## src/rtl/keys_debounce_ev_if.sv

```systemverilog
// Key front-end bundle: raw pad levels in, debounced level and one-cycle
// event pulses out.
//   input_keys  : raw pad levels, asynchronous to the consumer clock
//   key_level   : debounced state, 1 = pressed
//   key_press   : one-cycle pulse per accepted press
//   key_release : one-cycle pulse per accepted release
//   key_long    : one-cycle pulse once a press has lasted the long-press time
//   key_repeat  : one-cycle auto-repeat pulse while held after key_long
// master = the debounce block, slave = the pad source / event consumer.
interface keys_debounce_ev_if #(
    parameter int N = 4
);
    logic [N-1:0] input_keys;
    logic [N-1:0] key_level;
    logic [N-1:0] key_press;
    logic [N-1:0] key_release;
    logic [N-1:0] key_long;
    logic [N-1:0] key_repeat;

    modport master (
        input  input_keys,
        output key_level,
        output key_press,
        output key_release,
        output key_long,
        output key_repeat
    );

    modport slave (
        output input_keys,
        input  key_level,
        input  key_press,
        input  key_release,
        input  key_long,
        input  key_repeat
    );
endinterface

```

## src/rtl/keys_debounce_ev.sv

```systemverilog
// N-channel push-button front end: 2-flop synchroniser, polarity
// normalisation, stability-window debounce, and press/release/long/repeat
// one-cycle event generation. Channels share nothing.
//   clk   : system clock, rising edge
//   rst_n : asynchronous active-low reset
//   kif   : keys_debounce_ev_if master modport (pads in, level/events out)
module keys_debounce_ev #(
    parameter int N          = 4,
    parameter int ACTIVE_LOW = 1,
    parameter int CNT_MAX    = 1_000_000,
    parameter int LONG_MAX   = 50_000_000,
    parameter int REPEAT_EN  = 1,
    parameter int REPEAT_MAX = 10_000_000
) (
    input  logic               clk,
    input  logic               rst_n,
    keys_debounce_ev_if.master kif
);
    localparam int CW = $clog2(CNT_MAX + 1);
    localparam int LW = $clog2(LONG_MAX + 1);
    localparam int RW = $clog2(REPEAT_MAX + 1);

    // Pad level when released; XOR with it gives pressed = 1.
    localparam logic PAD_INV = (ACTIVE_LOW != 0);

    localparam logic [CW-1:0] CNT_LAST  = CW'(CNT_MAX - 1);
    localparam logic [LW-1:0] LONG_LAST = LW'(LONG_MAX - 1);
    localparam logic [LW-1:0] LONG_DONE = LW'(LONG_MAX);
    localparam logic [RW-1:0] REP_LAST  = RW'(REPEAT_MAX - 1);

    typedef enum logic {
        ST_IDLE,
        ST_HOLD
    } hold_st_e;

    logic [N-1:0] level_v;
    logic [N-1:0] press_v;
    logic [N-1:0] release_v;
    logic [N-1:0] long_v;
    logic [N-1:0] repeat_v;

    for (genvar g = 0; g < N; g++) begin : g_ch
        logic            sync1_q, sync2_q;
        logic            sample;
        logic [CW-1:0]   cnt_q, cnt_d;
        logic            level_q, level_d;
        logic            press_q, release_q;
        logic            toggle, press_ev, release_ev;
        hold_st_e        st_q;
        logic [LW-1:0]   hold_q;
        logic [RW-1:0]   rep_q;
        logic            long_q, repeat_q;

        assign sample = sync2_q ^ PAD_INV;

        // Counter only ever reaches CNT_MAX-1; the cycle it would hit
        // CNT_MAX is the toggle cycle and it clears instead.
        always_comb begin
            cnt_d  = '0;
            toggle = 1'b0;
            if (sample != level_q) begin
                if (cnt_q == CNT_LAST) begin
                    toggle = 1'b1;
                end else begin
                    cnt_d = cnt_q + 1'b1;
                end
            end
        end

        assign level_d    = level_q ^ toggle;
        assign press_ev   = toggle & ~level_q;
        assign release_ev = toggle &  level_q;

        always_ff @(posedge clk or negedge rst_n) begin
            if (!rst_n) begin
                sync1_q   <= PAD_INV;
                sync2_q   <= PAD_INV;
                cnt_q     <= '0;
                level_q   <= 1'b0;
                press_q   <= 1'b0;
                release_q <= 1'b0;
            end else begin
                sync1_q   <= kif.input_keys[g];
                sync2_q   <= sync1_q;
                cnt_q     <= cnt_d;
                level_q   <= level_d;
                press_q   <= press_ev;
                release_q <= release_ev;
            end
        end

        // Hold FSM reacts to the same-cycle release event, so a release
        // landing on a due long/repeat pulse suppresses that pulse.
        always_ff @(posedge clk or negedge rst_n) begin
            if (!rst_n) begin
                st_q     <= ST_IDLE;
                hold_q   <= '0;
                rep_q    <= '0;
                long_q   <= 1'b0;
                repeat_q <= 1'b0;
            end else begin
                long_q   <= 1'b0;
                repeat_q <= 1'b0;
                case (st_q)
                    ST_IDLE: begin
                        if (press_ev) begin
                            st_q   <= ST_HOLD;
                            hold_q <= '0;
                            rep_q  <= '0;
                        end
                    end
                    ST_HOLD: begin
                        if (release_ev) begin
                            st_q   <= ST_IDLE;
                            hold_q <= '0;
                            rep_q  <= '0;
                        end else if (hold_q != LONG_DONE) begin
                            if (hold_q == LONG_LAST) begin
                                long_q <= 1'b1;
                            end
                            hold_q <= hold_q + 1'b1;
                        end else if (REPEAT_EN != 0) begin
                            if (rep_q == REP_LAST) begin
                                repeat_q <= 1'b1;
                                rep_q    <= '0;
                            end else begin
                                rep_q <= rep_q + 1'b1;
                            end
                        end
                    end
                    default: st_q <= ST_IDLE;
                endcase
            end
        end

        assign level_v[g]   = level_q;
        assign press_v[g]   = press_q;
        assign release_v[g] = release_q;
        assign long_v[g]    = long_q;
        assign repeat_v[g]  = repeat_q;
    end

    assign kif.key_level   = level_v;
    assign kif.key_press   = press_v;
    assign kif.key_release = release_v;
    assign kif.key_long    = long_v;
    assign kif.key_repeat  = repeat_v;
endmodule

```

## src/flat_wrapper.sv

```systemverilog
// flat-port wrapper written by rule: the top's interface ports become plain ports
module keys_debounce_ev_flat 
#(
    parameter int N          = 4,
    parameter int ACTIVE_LOW = 1,
    parameter int CNT_MAX    = 1_000_000,
    parameter int LONG_MAX   = 50_000_000,
    parameter int REPEAT_EN  = 1,
    parameter int REPEAT_MAX = 10_000_000
)
  (clk, rst_n, kif_input_keys, kif_key_level, kif_key_press, kif_key_release, kif_key_long, kif_key_repeat);
  keys_debounce_ev_if #(.N(N)) kif_i ();
  input  logic clk;
  input  logic rst_n;
  input wire logic [$bits(kif_i.input_keys)-1:0] kif_input_keys;
  output wire logic [$bits(kif_i.key_level)-1:0] kif_key_level;
  output wire logic [$bits(kif_i.key_press)-1:0] kif_key_press;
  output wire logic [$bits(kif_i.key_release)-1:0] kif_key_release;
  output wire logic [$bits(kif_i.key_long)-1:0] kif_key_long;
  output wire logic [$bits(kif_i.key_repeat)-1:0] kif_key_repeat;
  assign kif_i.input_keys = kif_input_keys;
  assign kif_key_level = kif_i.key_level;
  assign kif_key_press = kif_i.key_press;
  assign kif_key_release = kif_i.key_release;
  assign kif_key_long = kif_i.key_long;
  assign kif_key_repeat = kif_i.key_repeat;
  keys_debounce_ev #(.N(N), .ACTIVE_LOW(ACTIVE_LOW), .CNT_MAX(CNT_MAX), .LONG_MAX(LONG_MAX), .REPEAT_EN(REPEAT_EN), .REPEAT_MAX(REPEAT_MAX)) u_core (.clk(clk), .rst_n(rst_n), .kif(kif_i));
endmodule
```

## config.mk

```make
export PLATFORM = sky130hd
export DESIGN_NAME = keys_debounce_ev_flat
export DESIGN_NICKNAME = d
export VERILOG_FILES = /design/src/rtl/keys_debounce_ev_if.sv /design/src/rtl/keys_debounce_ev.sv /design/src/flat_wrapper.sv
export SDC_FILE = /design/constraint.sdc
export NUM_CORES = 1
export LEC_CHECK = 0
export BUFFER_PORTS_ARGS = -buffer_cell sky130_fd_sc_hd__buf_2
export CORE_ASPECT_RATIO = 1.75
export CORE_MARGIN = 3
export CORE_UTILIZATION = 30
export CTS_CLUSTER_DIAMETER = 50
export DETAILED_ROUTE_END_ITERATION = 6
export PLACE_DENSITY_LB_ADDON = 0.2
export SYNTH_ARGS = -nofsm -noshare
export SYNTH_HDL_FRONTEND = slang
export SYNTH_SLANG_ARGS = --single-unit
```

## constraint.sdc

```tcl
create_clock -name clk -period 2.8 [get_ports clk]
set_input_delay 0.28 -clock clk [delete_from_list [all_inputs] [get_ports clk]]
set_output_delay 0.28 -clock clk [all_outputs]
set_load 0.02 [all_outputs]
```

[After elaboration in Yosys (flattened, before gate mapping)]
Index checks and enable logic that the tools add are counted.
Word-level totals
  register bits after elaboration: 312
  output and inout bits: 20
Operators by class
  add/subtract/negate cells: 12
  equality and inequality tests: 32
  multiplexer cells: 96
  bitwise gates (word level): 24
  reductions and logical operators: 8
Operator list (count)
  24-bit 2-to-1 mux: 16
  26-bit 2-to-1 mux: 12
  26-bit case mux with 2 select lines: 4
  24-bit case mux with 2 select lines: 4
  20-bit 2-to-1 mux: 8
  26-bit by 1-bit adder with 26-bit output, second input constant: 4
  26-bit == test, second input constant: 4
  26-bit inequality test, second input constant: 4
  24-bit by 1-bit adder with 24-bit output, second input constant: 4
  24-bit == test, second input constant: 4
  20-bit by 1-bit adder with 20-bit output, second input constant: 4
  20-bit == test, second input constant: 4
  1-bit 2-to-1 mux: 48
  3-bit by 2-bit inequality test with 1-bit output, second input constant: 8
  2-bit AND reduction: 8
  1-bit NOT: 12
  1-bit bitwise AND: 8
  2-bit by 1-bit inequality test with 1-bit output, second input constant: 4
  1-bit case mux with 2 select lines: 4
  1-bit inequality test: 4
  1-bit bitwise XOR: 4

[Longest topological paths before layout]
Gate-level depths: netlist of run 1.
  depth in word-level cells: 6
  gate-level depth with buffers: 14
  mapped depth without buffers: 11

[Worst setup path after synthesis of run 1]
No wires, ideal clock.
  kind: flip-flop to flip-flop
  start: register u_core.g_ch[0].cnt_q[0]
  end: register u_core.g_ch[0].hold_q[17]
  data arrival time: 3.066 ns
  required time: 2.722 ns
  setup slack: -0.344 ns
  cell stages (with the launch flop): 13
  clock period less this slack: 3.144 ns
  cell sequence: dfrtp_1 > ha_1 > and3_1 > nand3_1 > or4_1 > nor2_1 > ha_1 > nand2b_1 > clkbuf_1 > nor3_1 > a31o_2 > or4_1 > a21oi_1
Between the ends
  cells in the longest elaborated chain, start to end: 6
  elaborated cells on any way between the ends: 10
  those cells by class: eq/ne (3); mux (4); bitwise (2); reduce/logical (1)
RTL lines
  from (decl): RTL line keys_debounce_ev.sv:45  | logic [CW-1:0] cnt_q, cnt_d;
  from (signal assigned): RTL line keys_debounce_ev.sv:85  | cnt_q <= cnt_d;
  20-bit == test *: RTL line keys_debounce_ev.sv:62  | if (cnt_q == CNT_LAST) begin
  1-bit 2-to-1 mux *: RTL line keys_debounce_ev.sv:62
  1-bit 2-to-1 mux *: RTL line keys_debounce_ev.sv:61  | if (sample != level_q) begin
  1-bit bitwise AND *: RTL line keys_debounce_ev.sv:72  | assign release_ev = toggle & level_q;
  via u_core.g_ch[0].release_ev: RTL line keys_debounce_ev.sv:48  | logic toggle, press_ev, release_ev;
  26-bit 2-to-1 mux / 3-bit by 2-bit inequality test with 1-bit output (equally long branches)
  26-bit case mux with 2 select lines / 2-bit AND reduction (equally long branches)
  to (signal assigned): RTL line keys_debounce_ev.sv:121  | hold_q <= hold_q + 1'b1;
  to (decl): RTL line keys_debounce_ev.sv:50  | logic [LW-1:0] hold_q;
The timed path passes the listed nets; every way through them passes the cells marked *.
A chain may end at the register's enable or synchronous reset.

[Final worst setup path of run 1]
  start: register u_core.g_ch[0].cnt_q[7]
  end: register u_core.g_ch[0].rep_q[21]
Between the ends
  cells in the longest elaborated chain, start to end: 6
  elaborated cells on any way between the ends: 10
  those cells by class: eq/ne (3); mux (4); bitwise (2); reduce/logical (1)
RTL lines
  20-bit == test: RTL line keys_debounce_ev.sv:62
  1-bit 2-to-1 mux: RTL line keys_debounce_ev.sv:62
  1-bit 2-to-1 mux: RTL line keys_debounce_ev.sv:61
  1-bit bitwise AND: RTL line keys_debounce_ev.sv:71  | assign press_ev = toggle & ~level_q;
  via u_core.g_ch[0].press_ev: RTL line keys_debounce_ev.sv:48
  2-bit by 1-bit inequality test with 1-bit output (no line)
  2-bit AND reduction (no line)
  to (signal assigned): RTL line keys_debounce_ev.sv:127  | rep_q <= rep_q + 1'b1;
  to (decl): RTL line keys_debounce_ev.sv:51  | logic [RW-1:0] rep_q;
The timed path passes the listed nets, and every way through them passes these cells.

==> results.sh, run 1 <==
export IMPL_status="finished with violations"
export IMPL_violations="setup timing"
export IMPL_grt_pass1_vias=15310
export IMPL_design_portCount=26
export IMPL_dr_pass1_iters=5
export IMPL_io_buffer_count=25
export IMPL_fin_cells=2816
export IMPL_synth_edff_count=0
export IMPL_cts_root_buf="clkbuf_16"
export IMPL_synth_area_top_cells="dfrtp_1 (44%), o21ai_0 (4.5%), nand3_1 (3.6%)"
export IMPL_remaining_drc_errors=0
export IMPL_worstSetupPathType="flip-flop to flip-flop"
export IMPL_rsz0062_at_grt="true"
export IMPL_fmax_mhz=341.0
export IMPL_track_usage_pct=14.91
export IMPL_dp_hpwl_mm=31.78
export IMPL_cts_buffers=40
export IMPL_r2r_start="u_core.g_ch[0].cnt_q[7]"
export IMPL_syn_nets=1947
export IMPL_clk_pin_slew_worst_paths_ns=0.06
export IMPL_setup_tns_ns=-1.588
export IMPL_final_common_cell="dfrtp_1"
export IMPL_hold_ws_ns=0.2828
export IMPL_yosysWarnings=0
export IMPL_crit_fanout=6
export IMPL_die_x_um=187.7
export IMPL_crit_path_start_kind="flip-flop"
export IMPL_die_h_um=324.0
export IMPL_r2r_end="u_core.g_ch[0].rep_q[21]"
export IMPL_drive_gt1_share_pct=17.13
export IMPL_fin_ws_ns=-0.1327
export IMPL_clock_latency_ns=0.54
export IMPL_yosysTopAreaCell="dfrtp_1"
export IMPL_drtIter0Drc=877
export IMPL_cpPeakStageDelay_ns=0.54
export IMPL_endpoint="u_core.g_ch[0].rep_q[21]"
export IMPL_worst_hold_path_type="input pin to async pin"
export IMPL_power_total_mw=10.45
export IMPL_cp_cell_sequence="nor4_2 -> buf_4 -> nand2_2 -> or4_4 -> nor2_4 -> ha_4 -> nor2_4 -> nor3_4 -> a31oi_4 -> buf_12 -> or4_4 -> a21oi_2"
export IMPL_yosysSeqAreaShare_pct=45.10
export IMPL_ant_nets=0
export IMPL_cp_arrival_ns=3.40
export IMPL_fin_nets=2050
export IMPL_rows=116
export IMPL_design_area_mm2=0.02118
export IMPL_grt_overflow=0
export IMPL_rrSetupSlack_ns=-0.13
export IMPL_final_hold_violation_count=0
export IMPL_worstRegToRegCells=12
export IMPL_grt_start_max_net_pins=71
export IMPL_slew_headroom_pct=35.00
export IMPL_clk_path_buf_depth=3
export IMPL_ys_seq_elements=312
export IMPL_num_antenna_cells=0
export IMPL_grt_pass1_wl_mm=77.06
export IMPL_crit_required_ns=3.26
export IMPL_core_area_mm2=0.05718
export IMPL_via_count=15100
export IMPL_ys_types=71
export IMPL_tritoncts="done"
export IMPL_fin_crit_ns=2.933
export IMPL_dp_cells=2726
export IMPL_powerDensity_mw_per_mm2=493.3
export IMPL_ir_drop_uv=490.8
export IMPL_synth_top_cell_area_share_pct=43.89
export IMPL_placedInstanceArea_mm2=0.01917
export IMPL_critical_path_endpoint_type="flip-flop"
export IMPL_gp_congestion=0.8087
export IMPL_synthCells=1917
export IMPL_clock_sinks=312
export IMPL_tightest_slew_ns=0.9692
export IMPL_start_util_pct=30.31
export IMPL_htree_levels=2
export IMPL_period_share_pct=104.7
export IMPL_detail_route_vias_per_cell=5.362
export IMPL_synth_area_per_cell_um2=9.042
export IMPL_synthToLayoutAreaGrowth_pct=22.20
export IMPL_cap_violations=0
export IMPL_slowest_stage="or4_4"
export IMPL_avgRoutedWirePerCell_um=16.28
export IMPL_leakage_nw=8.582
export IMPL_finalSetupViolCount=18
export IMPL_drv_slew=0
export IMPL_fp_dieArea_mm2=0.06081
export IMPL_crit_start="u_core.g_ch[0].cnt_q[7]"
export IMPL_yosys_most_used_dff="dfrtp_1"
export IMPL_final_cell_mix="dfrtp_1 (304), nand2_1 (154), o21ai_0 (144)"
export IMPL_wl_mm=45.85
export IMPL_synthesis_area_mm2=0.01733
export IMPL_fin_skew_ns=0.01545
export IMPL_synthArstFlopShare_pct=100.0
export IMPL_antenna_found_initial=0
-- synthesized netlist by cell type, types with 24 or more instances --
master / number
nand3_1: 123
or4_1: 41
and4_1: 26
a211oi_1: 26
and3_1: 48
inv_1: 59
nor4_1: 46
ha_1: 24
dfrtp_1: 304
a31oi_1: 27
nor3_1: 41
clkbuf_1: 79
mux2i_1: 30
nor2_1: 148
xor2_1: 35
o21ai_0: 155
xnor2_1: 40
a21oi_1: 74
or3_1: 50
nand2_1: 157
nand4_1: 87
o31ai_1: 35
-- metal layers --
layer / global-route usage [%] / share of wire, % / vias to the layer above / wire length [µm]
met3: 1.773 / 2.5 / 84 / 1161
met5: 0 / 0 / - / 0
met2: 29.64 / 55 / 186 / 25320
li1: - / - / 7339 / -
met1: 16.25 / 40 / 7489 / 18170
met4: 4.823 / 2.6 / 0 / 1201
-- cell type report --
class                      count  area [µm²]
clock inverter                20       355.3
tap                          767       959.7
clock buffer                  51        1104
multi-input combinational   1435        9204
sequential                   312        7818
timing repair buffer         172        1521
fill                        5815       36000
inverter                      59       221.5
-- cell families (layout without fill, tap and decap cells) --
group / after synthesis / after routing / share of synthesized area, %
xor gates and xnor gates: 75 / 75 / 3.790
AOI/OAI and AO/OA: 417 / 419 / 15.19
adders and majority gates: 24 / 24 / 1.732
DFF: 312 / 312 / 45.10
and+or+nand+nor: 887 / 887 / 28.19
muxes: 30 / 30 / 1.732
buffers and inverters: 172 / 302 / 4.266
-- worst max-delay path, delay by kind of cell, from the launching register on --
| kind | cells | cell delay (ns) |
|---|---|---|
| and+or+nand+nor | 7 | 1.68 |
| buffers and inverters | 2 | 0.33 |
| DFF | 1 | 0.39 |
| adders and majority gates | 1 | 0.16 |
| AOI/OAI and AO/OA | 2 | 0.30 |
-- how the worst min path moves through the flow --
stage,start,end,depth (start not counted)
after floorplan,rst_n,async pin,0
final,rst_n,u_core.g_ch[2].cnt_q[0],2
after global placement,rst_n,u_core.g_ch[2].cnt_q[1],1
after CTS,rst_n,u_core.g_ch[2].cnt_q[0],2
after global routing,rst_n,u_core.g_ch[2].cnt_q[0],2
after detailed placement,rst_n,u_core.g_ch[2].cnt_q[0],1
-- per-stage QoR --
step / util (%) / setup WS (ns)
2_1_floorplan: - / 0.01827
3_3_place_gp: 33.53 / -0.2044
5_1_grt: 37.04 / -0.2678
4_1_cts: 36.48 / -0.1491
6_report: 37.04 / -0.1327
3_5_place_dp: 33.53 / -0.2445
-- registers in the layout, indices dropped and copies added, names as in the netlist, named ones only --
signal and count:
u_core.g_ch.level_q 4, u_core.g_ch.rep_q 96, u_core.g_ch.release_q 4, u_core.g_ch.sync2_q 4, u_core.g_ch.sync1_q 4, u_core.g_ch.press_q 4
u_core.g_ch.cnt_q 80, u_core.g_ch.repeat_q 4, u_core.g_ch.hold_q 104, u_core.g_ch.long_q 4
-- timing repair --
item | CTS | global route
cloned | 2 | 1
hold buffers | 5 | 0
resized for setup | 22 | 72
hold endpoints to repair | 67 | 0
setup endpoints to repair | 24 | 136
pin swaps | 12 | 40
buffers inserted | 5 | 6
-- where the power goes --
part           internal [mW]  switching [mW]  total [mW]
Sequential              4.53          0.0152        4.55
Combinational         0.0476           0.133       0.181
Clock                   3.63            2.08        5.72
(Power assumes the default switching activity.)
==> run 2: changes to the inputs <==
- clock period: 2.8 -> 3.6 ns (I/O delays scaled with it)
==> results.sh, run 2 (synthesis results as in run 1) <==
export IMPL_status="finished, final reports clean"
export IMPL_power_switching_mw=1.662
export IMPL_p_clk_share_pct=51.9
export IMPL_worst_hold_path_type="flip-flop to flip-flop"
export IMPL_cp_buffers_inverters=1
export IMPL_crit_required_ns=4.05
export IMPL_detail_route_vias_per_cell=5.414
export IMPL_r2r_end="u_core.g_ch[0].hold_q[25]"
export IMPL_grt_pass1_vias=14960
export IMPL_r2r_start="u_core.g_ch[0].cnt_q[0]"
export IMPL_rsz0062_at_grt="false"
export IMPL_fin_crit_ns=3.399
export IMPL_tritoncts="done"
export IMPL_p_sw_share_pct=21.81
export IMPL_drive_gt1_share_pct=9.558
export IMPL_postLayoutCoreUtil_pct=34.50
export IMPL_drtIter0Drc=790
export IMPL_reg_largest_list="u_core.g_ch.hold_q x104, u_core.g_ch.rep_q x96, u_core.g_ch.cnt_q x80"
export IMPL_final_hold_violation_count=0
export IMPL_leakage_nw=7.902
export IMPL_period_share_pct=94.43
export IMPL_cap_violations=0
export IMPL_holdCritStartpoint="u_core.g_ch[3].sync1_q"
export IMPL_clock_latency_ns=0.53
export IMPL_htree_levels=2
export IMPL_hold_ws_ns=0.3543
export IMPL_whs_path_depth=0
export IMPL_synthToLayoutAreaGrowth_pct=13.83
export IMPL_via_count=14690
export IMPL_power_total_mw=7.623
export IMPL_drv_slew=0
export IMPL_core_area_mm2=0.05718
export IMPL_largest_reg_flops=104
export IMPL_fin_nets=1950
export IMPL_hold_end="u_core.g_ch[3].sync2_q"
export IMPL_die_x_um=187.7
export IMPL_rrSetupSlack_ns=0.20
export IMPL_slew_headroom_pct=22.46
export IMPL_design_portCount=26
export IMPL_rows=116
export IMPL_gp_congestion=0.8403
export IMPL_power_frac_seq_pct=46.4
export IMPL_crit_family="simple AND/OR/NAND/NOR gates"
export IMPL_dp_hpwl_mm=30.84
export IMPL_p_comb_share_pct=1.7
export IMPL_final_common_cell="dfrtp_1"
export IMPL_use_met1_pct=16.56
export IMPL_cpPeakStageDelay_ns=0.59
export IMPL_worstRegToRegCells=11
export IMPL_remaining_drc_errors=0
export IMPL_dr_pass1_iters=7
export IMPL_clk_path_buf_depth=3
export IMPL_dp_cells=2644
export IMPL_grt_start_max_net_pins=100
export IMPL_fmax_mhz=294.2
export IMPL_avgRoutedWirePerCell_um=16.63
export IMPL_crit_fanout=24
export IMPL_power_internal_mw=5.961
export IMPL_cts_buffers=36
export IMPL_num_antenna_cells=0
export IMPL_grtUsageMet2_pct=28.55
export IMPL_worst_path_stages=11
export IMPL_fin_cells=2713
export IMPL_clk_pin_slew_worst_paths_ns=0.07
export IMPL_wl_mm=45.11
export IMPL_final_cell_mix="dfrtp_1 (304), nand2_1 (157), o21ai_0 (155)"
export IMPL_met3_usage_pct=1.741
export IMPL_ir_drop_uv=238.8
export IMPL_grt_pass1_wl_mm=76.35
export IMPL_powerDensity_mw_per_mm2=386.3
export IMPL_critical_path_endpoint_type="flip-flop"
export IMPL_cp_cell_sequence="ha_1 -> and3_1 -> nand3_1 -> or4_4 -> nor2_1 -> ha_1 -> nor2_1 -> buf_4 -> a31o_2 -> or4_1 -> a21oi_1"
export IMPL_slowest_stage="or4_4"
export IMPL_cts_root_buf="clkbuf_16"
export IMPL_fin_skew_ns=0.02763
export IMPL_antenna_found_initial=0
export IMPL_grt_busiest_layer="met2"
export IMPL_crit_path_start_kind="flip-flop"
export IMPL_clock_sinks=312
export IMPL_ant_nets=0
export IMPL_track_usage_pct=14.83
export IMPL_grt_overflow=0
export IMPL_fp_dieArea_mm2=0.06081
export IMPL_worstSetupPathType="flip-flop to flip-flop"
export IMPL_setup_tns_ns=0
export IMPL_start_util_pct=30.31
export IMPL_top_register="u_core.g_ch.hold_q"
export IMPL_io_buffer_count=25
export IMPL_cp_arrival_ns=3.85
export IMPL_tightest_slew_ns=1.156
export IMPL_finalSetupViolCount=0
export IMPL_die_h_um=324.0
## run 2: worst reg2reg max path: stages, from the launching register on
cell     delay [ns]
dfrtp_1        0.39
ha_1           0.21
and3_1         0.21
nand3_1        0.14
or4_4          0.59
nor2_1         0.19
ha_1           0.21
nor2_1         0.07
buf_4          0.19
a31o_2         0.38
or4_1          0.56
a21oi_1        0.18
## run 2: worst max path at each step
stage | endpoint | startpoint
finish | u_core.g_ch[0].hold_q[25] | u_core.g_ch[0].cnt_q[0]
global route | u_core.g_ch[0].rep_q[4] | u_core.g_ch[0].cnt_q[0]
CTS | u_core.g_ch[0].rep_q[3] | u_core.g_ch[0].cnt_q[0]
detailed placement | u_core.g_ch[0].rep_q[13] | u_core.g_ch[0].cnt_q[0]
global placement | u_core.g_ch[0].rep_q[3] | u_core.g_ch[0].cnt_q[0]
floorplan | u_core.g_ch[0].hold_q[17] | u_core.g_ch[0].cnt_q[0]
## run 2: metal layers
metal	vias up	share of wire, %	wire (µm)
met4	0	3.1	1419
met5	-	0	0
li1	7124	-	-
met3	84	2.6	1171
met1	7251	41	18270
met2	228	54	24240
## run 2: timing repair
| item | 4_1_cts | 5_1_grt |
|---|---|---|
| endpoints found under the hold margin | 94 | 0 |
| buffers inserted | 0 | 0 |
| endpoints found under the setup margin | 0 | 18 |
| resized for setup | 0 | 5 |
| hold buffers | 5 | 0 |
## run 2: cell type report
class / count / area, µm²
multi-input combinational: 1433 / 8841
clock buffer: 46 / 999.7
tap: 767 / 959.7
clock inverter: 18 / 259.0
sequential: 312 / 7818
timing repair buffer: 78 / 633.1
inverter: 59 / 221.5
fill: 5955 / 37450
## run 2: per-stage QoR
| stage | instance area [µm²] | setup slack [ns] |
|---|---|---|
| floorplan | 17330 | 0.4563 |
| global placement | 18400 | 0.2092 |
| detailed placement | 18400 | 0.1494 |
| CTS | 19710 | 0.1385 |
| global route | 19730 | 0.007459 |
| finish | 19730 | 0.2007 |
## run 2: power by group through the flow
stage                     combinational, mW  clock [mW]  sequential [mW]
after detailed placement              0.132           0             3.60
after global placement                0.131           0             3.60
after floorplan                      0.0326           0             3.60
after global routing                  0.152        4.23             3.54
final                                 0.127        3.96             3.54
after CTS                             0.137        4.11             3.54
